File: src/rtl/stopwatch_ctrl.sv
// Control sequencer for the mm:ss stopwatch: input sync/debounce, RUN/PAUSE/ADJUST FSM,
// tick and blink dividers. Optional auto-increment in ADJUST: STOPWATCH_ADJ_AUTOINC_EN.
module stopwatch_ctrl #(
  parameter int TICK_DIV  = 100000000,
  parameter int DB_CYCLES = 1000000,
  parameter int BLINK_DIV = 25000000
) (
  input  logic       clk_c,
  input  logic       reset_c,
  input  logic       btn_pause,
  input  logic       btn_clr,
  input  logic       adj_sw,
  input  logic [1:0] sel_sw,
  input  logic [3:0] num_sw,
  output logic       cnt_en,
  output logic       cnt_clr,
  output logic       ld_en,
  output logic [1:0] ld_sel,
  output logic [3:0] ld_val,
  output logic       paused,
  output logic       adj_active,
`ifdef STOPWATCH_ADJ_AUTOINC_EN
  output logic       adj_inc,
`endif
  output logic [3:0] an_mask
);

  typedef enum logic [1:0] {ST_RUN, ST_PAUSE, ST_ADJUST} state_t;

  localparam int TW = $clog2(TICK_DIV);
  localparam int BW = $clog2(BLINK_DIV + 1);
  localparam int DW = $clog2(DB_CYCLES + 1);
  localparam logic [TW-1:0] TICK_LAST  = TW'(TICK_DIV - 1);
  localparam logic [BW-1:0] BLINK_LAST = BW'(BLINK_DIV - 1);
  localparam logic [DW-1:0] DB_LAST    = DW'(DB_CYCLES - 1);

  // Switch synchronisers: {adj, sel[1:0], num[3:0]}
  logic [6:0] sw_s1, sw_s2;
  logic       adj_s;
  logic [1:0] sel_s;
  logic [3:0] num_s;

  // Button path, index 0 = pause, 1 = clear
  logic [1:0]    btn_s1, btn_s2;
  logic [1:0]    db_level, db_level_q, db_press;
  logic [DW-1:0] db_cnt [2];
  logic          pause_press, clr_press, pause_go, load_go;

  state_t        state, state_nxt;
  logic [TW-1:0] tick_cnt;
  logic [BW-1:0] blink_cnt;
  logic          blink;

  assign adj_s       = sw_s2[6];
  assign sel_s       = sw_s2[5:4];
  assign num_s       = sw_s2[3:0];
  assign pause_press = db_press[0];
  assign clr_press   = db_press[1];
  // Clear wins over a simultaneous pause press.
  assign pause_go    = pause_press & ~clr_press;
  assign load_go     = (state == ST_ADJUST) & adj_s & pause_go;

  function automatic logic [3:0] clamp_digit(input logic [1:0] sel, input logic [3:0] v);
    logic [3:0] lim;
    lim = sel[0] ? 4'd5 : 4'd9;
    return (v > lim) ? lim : v;
  endfunction

  function automatic logic [3:0] digit_blank(input logic [1:0] sel);
    return ~(4'b0001 << sel);
  endfunction

  // Sync + debounce: level moves after DB_CYCLES disagreeing cycles, press follows one cycle later.
  always_ff @(posedge clk_c) begin
    if (!reset_c) begin
      // NOTE: synchroniser and debounce flops are reset too, so a reset discards any pending press.
      sw_s1      <= '0;
      sw_s2      <= '0;
      btn_s1     <= '0;
      btn_s2     <= '0;
      db_level   <= '0;
      db_level_q <= '0;
      db_press   <= '0;
      for (int i = 0; i < 2; i++) db_cnt[i] <= '0;
    end else begin
      sw_s1      <= {adj_sw, sel_sw, num_sw};
      sw_s2      <= sw_s1;
      btn_s1     <= {btn_clr, btn_pause};
      btn_s2     <= btn_s1;
      db_level_q <= db_level;
      db_press   <= db_level & ~db_level_q;
      for (int i = 0; i < 2; i++) begin
        if (btn_s2[i] == db_level[i]) begin
          db_cnt[i] <= '0;
        end else if (db_cnt[i] == DB_LAST) begin
          db_level[i] <= btn_s2[i];
          db_cnt[i]   <= '0;
        end else begin
          db_cnt[i] <= db_cnt[i] + 1'b1;
        end
      end
    end
  end

  always_comb begin
    // NOTE: default assignment first so no path leaves state_nxt unassigned (no latch).
    state_nxt = state;
    case (state)
      ST_RUN:    if (adj_s) state_nxt = ST_ADJUST; else if (pause_go) state_nxt = ST_PAUSE;
      ST_PAUSE:  if (adj_s) state_nxt = ST_ADJUST; else if (pause_go) state_nxt = ST_RUN;
      ST_ADJUST: if (!adj_s) state_nxt = ST_PAUSE;
      default:   state_nxt = ST_RUN;
    endcase
  end

`ifdef STOPWATCH_ADJ_AUTOINC_EN
  localparam int HW = $clog2(2 * BLINK_DIV + 1);
  localparam logic [HW-1:0] HOLD_LAST   = HW'(2 * BLINK_DIV - 1);
  localparam logic [HW-1:0] HOLD_RELOAD = HW'(BLINK_DIV);
  logic [HW-1:0] hold_cnt;
`endif

  always_ff @(posedge clk_c) begin
    if (!reset_c) begin
      state      <= ST_RUN;
      tick_cnt   <= '0;
      blink_cnt  <= '0;
      blink      <= 1'b0;
      cnt_en     <= 1'b0;
      cnt_clr    <= 1'b0;
      ld_en      <= 1'b0;
      ld_sel     <= '0;
      ld_val     <= '0;
      paused     <= 1'b0;
      adj_active <= 1'b0;
      an_mask    <= 4'b1111;
`ifdef STOPWATCH_ADJ_AUTOINC_EN
      adj_inc    <= 1'b0;
      hold_cnt   <= '0;
`endif
    end else begin
      // NOTE: non-blocking throughout; later assignments in this block override earlier defaults.
      state      <= state_nxt;
      paused     <= (state_nxt != ST_RUN);
      adj_active <= (state_nxt == ST_ADJUST);
      cnt_en     <= 1'b0;
      cnt_clr    <= clr_press;
      ld_en      <= 1'b0;

      // Tick only while staying in RUN; PAUSE holds the partial second.
      if (clr_press) begin
        tick_cnt <= '0;
      end else if (state == ST_RUN && state_nxt == ST_RUN) begin
        if (tick_cnt == TICK_LAST) begin
          tick_cnt <= '0;
          cnt_en   <= 1'b1;
        end else begin
          tick_cnt <= tick_cnt + 1'b1;
        end
      end else if (state_nxt == ST_ADJUST && state != ST_ADJUST) begin
        tick_cnt <= '0;
      end

      if (load_go) begin
        ld_en  <= 1'b1;
        ld_sel <= sel_s;
        ld_val <= clamp_digit(sel_s, num_s);
      end

      // an_mask tracks the blink value being written this cycle.
      if (state == ST_ADJUST && state_nxt == ST_ADJUST) begin
        if (blink_cnt == BLINK_LAST) begin
          blink_cnt <= '0;
          blink     <= ~blink;
          an_mask   <= blink ? 4'b1111 : digit_blank(sel_s);
        end else begin
          blink_cnt <= blink_cnt + 1'b1;
          an_mask   <= blink ? digit_blank(sel_s) : 4'b1111;
        end
      end else begin
        blink_cnt <= '0;
        blink     <= 1'b0;
        an_mask   <= 4'b1111;
      end

`ifdef STOPWATCH_ADJ_AUTOINC_EN
      adj_inc <= 1'b0;
      if (state == ST_ADJUST && state_nxt == ST_ADJUST && db_level[0]) begin
        if (hold_cnt == HOLD_LAST) begin
          adj_inc  <= 1'b1;
          ld_sel   <= sel_s;
          hold_cnt <= HOLD_RELOAD;
        end else begin
          hold_cnt <= hold_cnt + 1'b1;
        end
      end else begin
        hold_cnt <= '0;
      end
`endif
    end
  end

endmodule

File: config.mk
export PLATFORM = sky130hd
export DESIGN_NAME = stopwatch_ctrl
export DESIGN_NICKNAME = d
export VERILOG_FILES = /design/src/rtl/stopwatch_ctrl.sv
export SDC_FILE = /design/constraint.sdc
export NUM_CORES = 1
export LEC_CHECK = 0
export ABC_AREA = 1
export BUFFER_PORTS_ARGS = -buffer_cell sky130_fd_sc_hd__buf_2
export CAP_MARGIN = 20
export CORE_ASPECT_RATIO = 1.75
export CORE_MARGIN = 5
export CORE_UTILIZATION = 39
export CTS_CLUSTER_DIAMETER = 80
export DETAILED_ROUTE_END_ITERATION = 10
export HOLD_SLACK_MARGIN = 0.06
export PLACE_DENSITY_LB_ADDON = 0.15
export SLEW_MARGIN = 10
export SYNTH_ARGS = -nofsm -noshare
export SYNTH_HDL_FRONTEND = slang
export SYNTH_SLANG_ARGS = --single-unit
File: constraint.sdc
create_clock -name clk_c -period 4.5 [get_ports clk_c]
set_input_delay 0.675 -clock clk_c [delete_from_list [all_inputs] [get_ports clk_c]]
set_output_delay 0.675 -clock clk_c [all_outputs]
set_load 0.02 [all_outputs]
==> metrics <==
final clock period utilization by the worst path=50.0%; Final Skew=0.00937 ns; CP Data Arrival Time=2.38 ns; Crit path required time=4.63 ns; Placed Area=7270 sq um; min Tclk post-route=2.25 ns; Cell Count, Final, Fillers Out=1207; Final ANT Viol Nets=0; clock buffer count from CTS=17; Crit. End Element=flop; pre-CTS setup slack=1.96 ns; Area Growth Syn to Fin=15.3%; synth unique cells=46; clock latency on the worst-skew pair=0.42 ns; P_sw=621 uW; top_reg_cell synth=dfxtp_1; post-synthesis cell area=6840 sq um; Pint=2.17 mW; DRT Pass-1 Iters=4; Net Sw Frac=22.3%; leakage power figure=3.19 nW; final hold violation count=0; fmax=444 MHz; worst hold endpoint=db_press[1]$_SDFF_PN0_; Setup WS post-layout=2.25 ns; DR vias=5589; crit-path max cell delay=0.58 ns; Boundary Pins=26; Initial Utilization=39.3%; Util after Layout=45.3%; crit path max-delay cell type=nand2_1; Core Rows=64; cell taking the most area after synthesis=dfxtp_1; Worst Tran Pin Value=0.709 ns; area fraction of the dominant cell type after synthesis=27.5%; layout cells sized above 1=11.7%; CP startpoint kind=flop; clock buffer depth=2; Worst Hold Class=flop to flop; Power Total=2.79 mW; WHS Path Cells=1; Detailed Place HPWL=10900 um; I/O Buffers=25; Final Max Tran Viols=0; CP Max Fanout=20; Worst R2R End=db_cnt[1][0]$_SDFFCE_PN0P_; H-Tree Depth=4; outcome=finished clean; final instance area=7880 sq um; all-layer global routing usage=15.6%; largest net degree at the start of global routing=33; gr ovfl total=0; antenna violations before repair=0; setup_tns=0 ns; Cells after Synth=897; Via density=4.63; register bit count reported by yosys=134; die width=110 um; worst hold slack=0.383 ns; CORE AREA=17400 sq um; final wirelength=14500 um; PD cells=354 nW/um^2; CTS sink count=134; synth top area cells=dfxtp_1, edfxtp_1, nand2_1; die area=20400 sq um; Synth async-reset ratio=0%; worst path cell trace=ha_1 > nand2_1 > nor3_1 > nand4_1 > nand2_1 > nor2_1; logic gate share of total power=3.0%; CTS tree=yes; critical path type=flop to flop; die height=185 um; Sequential Power Share=46.3%; clock network power share=50.7%; number of setup violations in the final report=0; Reg2Reg Depth=6; placed cell count=1175; number of synthesized flops with an enable pin=40; RSZ-0062 raised after global routing=no; drt initial violations=121; Final #Nets=981; Hold Buf Count CTS=0; global-route wire length before repair=25100 um; most frequent CP cell=nand2_1; vias in the first global route=5553; routed len/inst=12.0 um; CTS clock-pin slew for the worst setup and hold paths=0.06 ns; Max-Cap Viols=0; Worst Hold Launch=db_level_q[1]$_SDFF_PN0_; Max-slew headroom=52.6%; worst reg2reg setup slack=2.25 ns; Placer Congestion=0.839; diodes inserted=0; worst reg2reg path startpoint=db_cnt[1][0]$_SDFFCE_PN0P_; post-CTS setup buffers=0; post-synthesis sequential area ratio=45.1%; Residual DRC=0; Post-CTS Resized=0; Syn. warnings=0; Mean Syn Cell Area=7.62 sq um; Peak VDD IR=231 uV; Clock Tree Root=clkbuf_16
## flip-flops by register name (all words and copies together) (netlist names), 2 cells and up
name	count
state	2
tick_cnt	27
db_press	2
sw_s1	7
db_level_q	2
ld_val	4
btn_s1	2
blink_cnt	25
db_cnt	40
db_level	2
ld_sel	2
an_mask	4
sw_s2	7
btn_s2	2
## metal layers
| layer | vias to the layer above | share of wire, % | GRT usage [%] |
|---|---|---|---|
| li1 | 2976 | - | - |
| met1 | 2524 | 41 | 16.8 |
| met2 | 60 | 54 | 28.8 |
| met3 | 29 | 2.8 | 2.96 |
| met4 | 0 | 2.7 | 7.14 |
| met5 | - | 0 | 0 |
## cell usage in the layout, fill, tap and decap left out, types with 25 or more instances in the layout
cell type	n
xor2_1	30
a21oi_1	42
inv_1	110
dfxtp_1	94
nor3_1	43
nand3_1	63
edfxtp_1	40
nor2_1	120
buf_2	25
conb_1	40
nand2_1	206
## cell type report
type	instances	area, sq um
well taps	231	289
multi-input cells	668	3340
inverters	117	439
clock inverters	9	85.1
flip-flops and latches	134	3080
fillers	1818	9500
clock buffers	23	520
repair buffers	25	125
## critical path, delay by kind of cell, from the launching register on
| kind | cells | cell delay [ns] |
|---|---|---|
| adder cells (fa/ha/maj) | 1 | 0.18 |
| AND/OR/NAND/NOR | 5 | 1.42 |
| flip-flops | 1 | 0.37 |
## cell usage after synthesis, types with 6 or more instances
library cell	number
nand2_1	206
nor2_1	120
inv_1	110
dfxtp_1	94
nand3_1	63
nor3_1	43
a21oi_1	42
edfxtp_1	40
xor2_1	30
nand4_1	18
nor2_2	17
o21ai_0	15
xnor2_1	9
a21oi_2	8
nor2_4	8
buf_2	7
ha_1	7
inv_2	6
## power by group through the flow
stage / Combinational [mW] / Clock, mW / Sequential, mW
after floorplan: 0.0669 / 0 / 1.31
after global placement: 0.0834 / 0 / 1.32
after detailed placement: 0.0837 / 0 / 1.32
after CTS: 0.0841 / 1.45 / 1.29
after global routing: 0.0967 / 1.51 / 1.30
final: 0.0829 / 1.41 / 1.29
## worst max-delay path by stage
stage,startpoint,to,depth (start not counted)
after floorplan,db_cnt[1][0]$_SDFFCE_PN0P_,db_cnt[1][15]$_SDFFCE_PN0P_,7
after CTS,db_cnt[1][0]$_SDFFCE_PN0P_,db_cnt[1][0]$_SDFFCE_PN0P_,6
after global routing,db_cnt[1][0]$_SDFFCE_PN0P_,db_cnt[1][18]$_SDFFCE_PN0P_,6
final,db_cnt[1][0]$_SDFFCE_PN0P_,db_cnt[1][0]$_SDFFCE_PN0P_,6
after detailed placement,reset_c,db_cnt[1][15]$_SDFFCE_PN0P_,6
after global placement,reset_c,db_cnt[1][15]$_SDFFCE_PN0P_,6
## kinds of logic after synthesis
kind of cell / synth area share (%)
xor gates and xnor gates: 5.00
AOI/OAI and AO/OA: 6.39
buffers and inverters: 8.20
other: 0.0549
and+or+nand+nor: 34.0
adders and majority gates: 1.28
DFF: 45.1
Power figures use the tool's default switching activity.
